### src/rtl/fifo_rd_stream_if.sv
// Bundles the FIFO read-side and output-stream signals of fifo_rd_stream.
// master = the adapter, slave = the FIFO and the downstream consumer together.
interface fifo_rd_stream_if #(
  parameter int DW = 8
);
  logic          fifo_empty;
  logic          fifo_rd_en;
  logic [DW-1:0] fifo_data;
  logic          m_valid;
  logic          m_ready;
  logic [DW-1:0] m_data;
  logic          m_last;

  modport master (
    input  fifo_empty, fifo_data, m_ready,
    output fifo_rd_en, m_valid, m_data, m_last
  );

  modport slave (
    output fifo_empty, fifo_data, m_ready,
    input  fifo_rd_en, m_valid, m_data, m_last
  );
endinterface

### src/rtl/fifo_rd_stream.sv
// FIFO read-side adapter: pops sm_sync_fifo into a 3-entry skid buffer and emits a valid/ready stream with m_last.
// Define FIFO_RD_COMB_OUT_EN when the FIFO data_out is combinational (same-cycle read data).
module fifo_rd_stream #(
  parameter int DW      = 8,
  parameter int PKT_LEN = 4
) (
  input  logic             clk,
  input  logic             rst,
  fifo_rd_stream_if.master bus
);
  localparam int              BW        = (PKT_LEN > 1) ? $clog2(PKT_LEN) : 1;
  localparam logic [BW-1:0]   LAST_BEAT = BW'(PKT_LEN - 1);

  logic [DW-1:0] buf_mem [3];
  logic [1:0]    wr_ptr, rd_ptr, occ;
  logic [BW-1:0] beat_cnt;
  logic [2:0]    pending;
  logic          pop, capture, hs, valid, last;
  logic [DW-1:0] data;

  function automatic logic [1:0] ptr_inc(input logic [1:0] p);
    return (p == 2'd2) ? 2'd0 : p + 2'd1;
  endfunction

`ifdef FIFO_RD_COMB_OUT_EN
  assign pending = {1'b0, occ};
  assign capture = pop;
`else
  // One word can be on the FIFO output register; reserve its slot.
  logic inflight;
  assign pending = {1'b0, occ} + {2'b00, inflight};
  assign capture = inflight;

  always_ff @(posedge clk or posedge rst) begin
    if (rst) inflight <= 1'b0;
    else     inflight <= pop;
  end
`endif

  // Pop decision uses registered state only, never m_ready.
  assign pop   = !rst && !bus.fifo_empty && (pending < 3'd3);
  assign valid = (occ != 2'd0);
  assign last  = valid && (beat_cnt == LAST_BEAT);
  assign hs    = valid && bus.m_ready;

  always_comb begin
    data = buf_mem[0];
    case (rd_ptr)
      2'd1:    data = buf_mem[1];
      2'd2:    data = buf_mem[2];
      default: ;
    endcase
  end

  assign bus.fifo_rd_en = pop;
  assign bus.m_valid    = valid;
  assign bus.m_data     = data;
  assign bus.m_last     = last;

  always_ff @(posedge clk or posedge rst) begin
    if (rst) begin
      for (int i = 0; i < 3; i++) buf_mem[i] <= '0;
      wr_ptr <= 2'd0;
    end else if (capture) begin
      buf_mem[wr_ptr] <= bus.fifo_data;
      wr_ptr          <= ptr_inc(wr_ptr);
    end
  end

  always_ff @(posedge clk or posedge rst) begin
    if (rst) begin
      rd_ptr   <= 2'd0;
      beat_cnt <= '0;
    end else if (hs) begin
      rd_ptr   <= ptr_inc(rd_ptr);
      beat_cnt <= last ? '0 : beat_cnt + BW'(1);
    end
  end

  always_ff @(posedge clk or posedge rst) begin
    if (rst) begin
      occ <= 2'd0;
    end else begin
      case ({capture, hs})
        2'b10:   occ <= occ + 2'd1;
        2'b01:   occ <= occ - 2'd1;
        default: occ <= occ;
      endcase
    end
  end
endmodule

### src/flat_wrapper.sv
// flat-port wrapper written by rule: the top's interface ports become plain ports
module fifo_rd_stream_flat 
#(
  parameter int DW      = 8,
  parameter int PKT_LEN = 4
)
  (clk, rst, bus_fifo_empty, bus_fifo_data, bus_m_ready, bus_fifo_rd_en, bus_m_valid, bus_m_data, bus_m_last);
  fifo_rd_stream_if #(.DW(DW)) bus_i ();
  input  logic clk;
  input  logic rst;
  input wire logic [$bits(bus_i.fifo_empty)-1:0] bus_fifo_empty;
  input wire logic [$bits(bus_i.fifo_data)-1:0] bus_fifo_data;
  input wire logic [$bits(bus_i.m_ready)-1:0] bus_m_ready;
  output wire logic [$bits(bus_i.fifo_rd_en)-1:0] bus_fifo_rd_en;
  output wire logic [$bits(bus_i.m_valid)-1:0] bus_m_valid;
  output wire logic [$bits(bus_i.m_data)-1:0] bus_m_data;
  output wire logic [$bits(bus_i.m_last)-1:0] bus_m_last;
  assign bus_i.fifo_empty = bus_fifo_empty;
  assign bus_i.fifo_data = bus_fifo_data;
  assign bus_i.m_ready = bus_m_ready;
  assign bus_fifo_rd_en = bus_i.fifo_rd_en;
  assign bus_m_valid = bus_i.m_valid;
  assign bus_m_data = bus_i.m_data;
  assign bus_m_last = bus_i.m_last;
  fifo_rd_stream #(.DW(DW), .PKT_LEN(PKT_LEN)) u_core (.clk(clk), .rst(rst), .bus(bus_i));
endmodule
### config.mk
export PLATFORM = sky130hd
export DESIGN_NAME = fifo_rd_stream_flat
export DESIGN_NICKNAME = d
export VERILOG_FILES = /design/src/rtl/fifo_rd_stream_if.sv /design/src/rtl/fifo_rd_stream.sv /design/src/flat_wrapper.sv
export SDC_FILE = /design/constraint.sdc
export NUM_CORES = 1
export LEC_CHECK = 0
export CORE_MARGIN = 2
export CORE_UTILIZATION = 23
export DETAILED_ROUTE_END_ITERATION = 6
export GPL_TIMING_DRIVEN = 1
export PLACE_DENSITY = 0.52
export REMOVE_ABC_BUFFERS = 1
export SYNTH_ARGS = -nofsm -noshare
export SYNTH_HDL_FRONTEND = slang
export SYNTH_SLANG_ARGS = --single-unit
### constraint.sdc
create_clock -name clk -period 1.9 [get_ports clk]
set_input_delay 0.38 -clock clk [delete_from_list [all_inputs] [get_ports clk]]
set_output_delay 0.38 -clock clk [all_outputs]
set_load 0.005 [all_outputs]
# Yosys cells after proc, flatten, opt, wreduce, memory -nomap -nowiden
# Cells that the tools add are included.
# op_classes
n_eq_ne,6
reduce_logical,9
bitwise,1
n_div,0
n_mul,0
muxes,8
n_lt_le_gt_ge,3
add_sub_neg,6
shift,0
# ops
cell,count
$bwmux W24,1
$demux W8 S2,1
$pmux W8 S2,1
$add A2 B1 Y2 const B,4
$eq A2 B2 Y1 const B,4
$mux W8,1
$mux W2,3
$logic_and A1 B1 Y1,5
$eq A2 B1 Y1 const B,2
$pmux W2 S2,1
$reduce_bool A2 Y1,2
$add A2 B1 Y3,1
$ge A3 B3 Y1 const B,1
$lt A3 B1 Y1 const B,1
$lt A3 B2 Y1 const B,1
$not A2 Y3,1
$logic_not A1 Y1,2
$sub A2 B1 Y2 const B,1
# word_totals
latchBits,0
input_bits,12
ff_bits,33
n_memories,0
wordCells,41
romBits,0
output_inout_bits,11
ramBits,0

# Longest topological paths before layout
# logic_depth
ltp_word,6
depth_mapped,6
mapped_depth_nobuf,6

# Worst setup path after synthesis
# No wires, ideal clock.
# synth_path
path_type,register -> output
start,register u_core.occ[0]
end,output port bus_fifo_rd_en
path_slack_ns,0.100
stages_incl_launch_ff,4
t_arrival_ns,1.420
path_buffers,0
t_required_ns,1.520
path_cell_list,dfrtp_1 ha_1 ha_1 a2111oi_0
# synth_via
elab_chain_len,3
# synth_rtl
element,line,text
from (decl),fifo_rd_stream.sv:15,"logic [1:0] wr_ptr, rd_ptr, occ;"
from (signal assigned),fifo_rd_stream.sv:85,2'b10: occ <= occ + 2'd1;
from (signal assigned),fifo_rd_stream.sv:86,2'b01: occ <= occ - 2'd1;
$add A2 B1 Y3,fifo_rd_stream.sv:31,"assign pending = {1'b0, occ} + {2'b00, inflight};"
$lt A3 B2 Y1,fifo_rd_stream.sv:41,assign pop = !rst && !bus.fifo_empty && (pending < 3'd3);
$logic_and A1 B1 Y1,fifo_rd_stream.sv:41,
to (decl),flat_wrapper.sv:14,output wire logic [$bits(bus_i.fifo_rd_en)-1:0] bus_fifo_rd_en;
# Every way passes these cells.

# Worst setup path after layout
# layout_path
start,"register u_core.inflight, in the netlist u_core.capture"
end,output port bus_fifo_rd_en
# layout_via
elab_chain_len,3
# layout_rtl
element,line,text
from (decl),fifo_rd_stream.sv:30,logic inflight;
from (signal assigned),fifo_rd_stream.sv:36,else inflight <= pop;
$add A2 B1 Y3,fifo_rd_stream.sv:31,
$lt A3 B2 Y1,fifo_rd_stream.sv:41,
$logic_and A1 B1 Y1,fifo_rd_stream.sv:41,
# Every way passes these cells.

==> metrics.txt <==
status=complete, but fails checks; failing checks=setup timing; Post-synth ARST share=1.00; DR vias/cell=~4.4; # nets final=181; chip width=between 80 and 90 µm; area of the die=between 7000 and 8000 µm²; final worst slack=-0.0865 ns; Final Hold Viols=0; layout cells sized above 1=0.549; GRT Residual Overflow=0; Total Power=between 0.003 and 0.004 W; Pins Over Slew Limit=0; Critical Path RT=1.52 ns; Tmin final=about 2.0 ns; Critical Path Start=u_core.capture; Worst-Margin Slew=roughly 0.62 ns; Total Routing Usage GR=0.101; IO Port Bufs=22; Yosys reg bits=33; Crit Path Category=reg2out; period utilisation layout=1.05; final wirelength=3380 µm; CTS tree=done; area grow syn2layout=41.8%; Initial Util=0.241; reg-to-reg critical path startpoint=u_core.capture; VDD IR max=between 0.6 and 0.7 mV; Seq/Total Area, Yosys=0.534; predominant post-synthesis flop cell=dfrtp_1; Largest stage delay, worst path=around 0.39 ns; final antenna-violating net count=0; CTS Buf Count=5; core area=6420 µm²; Critical Path End Type=output port; capture point of the critical path=bus_fifo_rd_en; Top Ports=23; Cells after Synth=approximately 120; vias in the first global route=1,151; FMAX=around 500 MHz; drt first pass iters=3; drt wl/cell=around 14 µm; Root Buffer=clkbuf_8; Avg Cell Area, Syn=between 10 and 15 µm²; crit start category=flip-flop; HPWL Detailed=2350 µm; Iter 0 DRT Violations=18; clk_skew=around 0.0073 ns; antenna violations before repair=0; largest area contributor in the netlist=dfrtp_1; first-pass GRT wire length=just under 6000 µm; CP Buf/Inv Count=2; row cnt=29; H-tree depth=2; Sink Count=33; CP max stage cell=dfrtp_1; Worst-Skew Late Latency=around 0.28 ns; Static Leakage=slightly below 1 nW; Place WS=-0.382 ns; worst hold path class=reg2reg; Crit path depth=5; DRC=0; YS warnings=0; die height=between 80 and 90 µm; Largest delay share family, worst path=adder cells; R2R setup slack=between 0.1 and 0.15 ns; Max transition margin=0.586; largest net degree at the start of global routing=34; RSZ-0062 raised after global routing=yes; power density cells=around 1800 nW/µm²; count of cell types in the netlist=23; R2R depth=5; CP arrival=~1.6 ns; placer congestion estimate=between 0.6 and 0.7; Clock Pin Slew Worst Setup and Hold Paths=roughly 0.07 ns; Syn Std Cell Area=roughly 1500 µm²; worst r2r dst=u_core.buf_mem[5]; CP max FO=2; share of the synthesized area in the top cell type=0.534; Post-synth EDFFs=0; vias=1,058; endpoints failing setup=2; largest cells by area after synthesis=dfrtp_1 (53%), mux2_2 (14%), mux2_4 (7.8%); max-cap viol count=0; Inserted Diodes=0; clk buf depth=2; CP Cell Sequence=ha_2, ha_4, a2111oi_4, buf_4, buf_6
==> sequential cells by signal (all words and copies together) (netlist names) <==
register / flops
u_core.beat_cnt: 2
u_core.buf_mem: 24
u_core.capture: 1
u_core.occ: 2
u_core.rd_ptr: 2
u_core.wr_ptr: 2
==> cell usage in the layout, fill, tap and decap left out, drive strengths merged <==
master / n
a2111oi: 1
buf: 27
or3: 1
dlygate4sd2: 2
a21o: 2
ha: 8
a22oi: 8
clkinv: 2
inv: 6
clkdlybuf4s50: 11
a21oi: 8
clkbuf: 7
xnor2: 2
mux2: 27
dfrtp: 33
nand3: 1
nor3: 2
or2: 1
xor2: 1
nor2: 9
o21ai: 2
and2: 1
==> cell usage after synthesis (2+ instances only) <==
master    number
dfrtp_1       33
mux2_2        19
nor2_1         9
a21oi_1        8
a22oi_1        8
ha_1           8
mux2_4         8
clkbuf_1       4
inv_1          4
a21o_1         2
inv_2          2
xnor2_1        2
==> worst reg2reg max path, cell delays in order, from the launching register on <==
cell and delay (ns):
dfrtp_1 0.36, buf_4 0.11, buf_4 0.11, inv_2 0.06
or3_1 0.63, mux2_4 0.40
==> through the flow <==
stage	hold slack, ns	utilization	cells	area, µm²	setup TNS [ns]
floorplan	0.480	-	113	1520	0
global placement	0.488	0.304	227	1950	-0.770
detailed placement	0.496	0.304	227	1950	-0.915
CTS	0.514	0.334	237	2140	-0.218
global route	0.538	0.342	239	2190	-0.351
finish	0.510	0.342	239	2190	-0.0946
==> power by group <==
| group | leakage [nW] | switching (W) | internal, W | total [W] |
|---|---|---|---|---|
| combinational | 0.525 | 0.000874 | 0.00124 | 0.00211 |
| clock | 0.0450 | 0.000238 | 0.000253 | 0.000491 |
| sequential | 0.392 | 0.000254 | 0.00106 | 0.00131 |
==> kinds of logic (layout without fill, tap and decap cells) <==
logic type | count (synthesis) | count (layout) | synth area share
buf+inv | 11 | 55 | 0.0315
mux | 27 | 27 | 0.216
simple gates | 15 | 15 | 0.0509
xor+xnor | 3 | 3 | 0.0170
flops | 33 | 33 | 0.534
compound gates | 21 | 21 | 0.0865
fa+ha+maj | 8 | 8 | 0.0647
==> what timing repair did <==
item / in CTS / in global routing
setup endpoints to repair: 11 / 9
setup buffers: 2 / 2
hold buffers: 0 / 0
pin swaps: 7 / 10
resized for setup: 65 / 10
==> how the worst min path moves through the flow <==
| stage | start | endpoint | slack (ns) | cells after the start |
|---|---|---|---|---|
| floorplan | u_core.beat_cnt[0] | u_core.beat_cnt[0] | 0.48 | 1 |
| global placement | u_core.buf_mem[8] | u_core.buf_mem[8] | 0.49 | 1 |
| detailed placement | u_core.buf_mem[23] | u_core.buf_mem[23] | 0.50 | 1 |
| CTS | u_core.buf_mem[23] | u_core.buf_mem[23] | 0.51 | 1 |
| global route | u_core.buf_mem[21] | u_core.buf_mem[21] | 0.54 | 1 |
| finish | u_core.buf_mem[19] | u_core.buf_mem[19] | 0.51 | 1 |
==> routing by layer <==
metal  track usage  vias to the layer above  part of all wire
met3        0.0269                        6             0.034
li1              -                      504                 -
met5             0                        -                 0
met1         0.117                      531              0.41
met4        0.0433                        0             0.019
met2         0.174                       17              0.53
==> layout make-up <==
class	count	area [µm²]
Clock inverter	2	10.0
Inverter	6	22.5
Clock buffer	6	72.6
Fill cell	623	4230
Timing Repair Buffer	41	355
Tap cell	77	96.3
Sequential cell	33	826
Multi-Input combinational cell	74	812
Power figures use the tool's default switching activity.
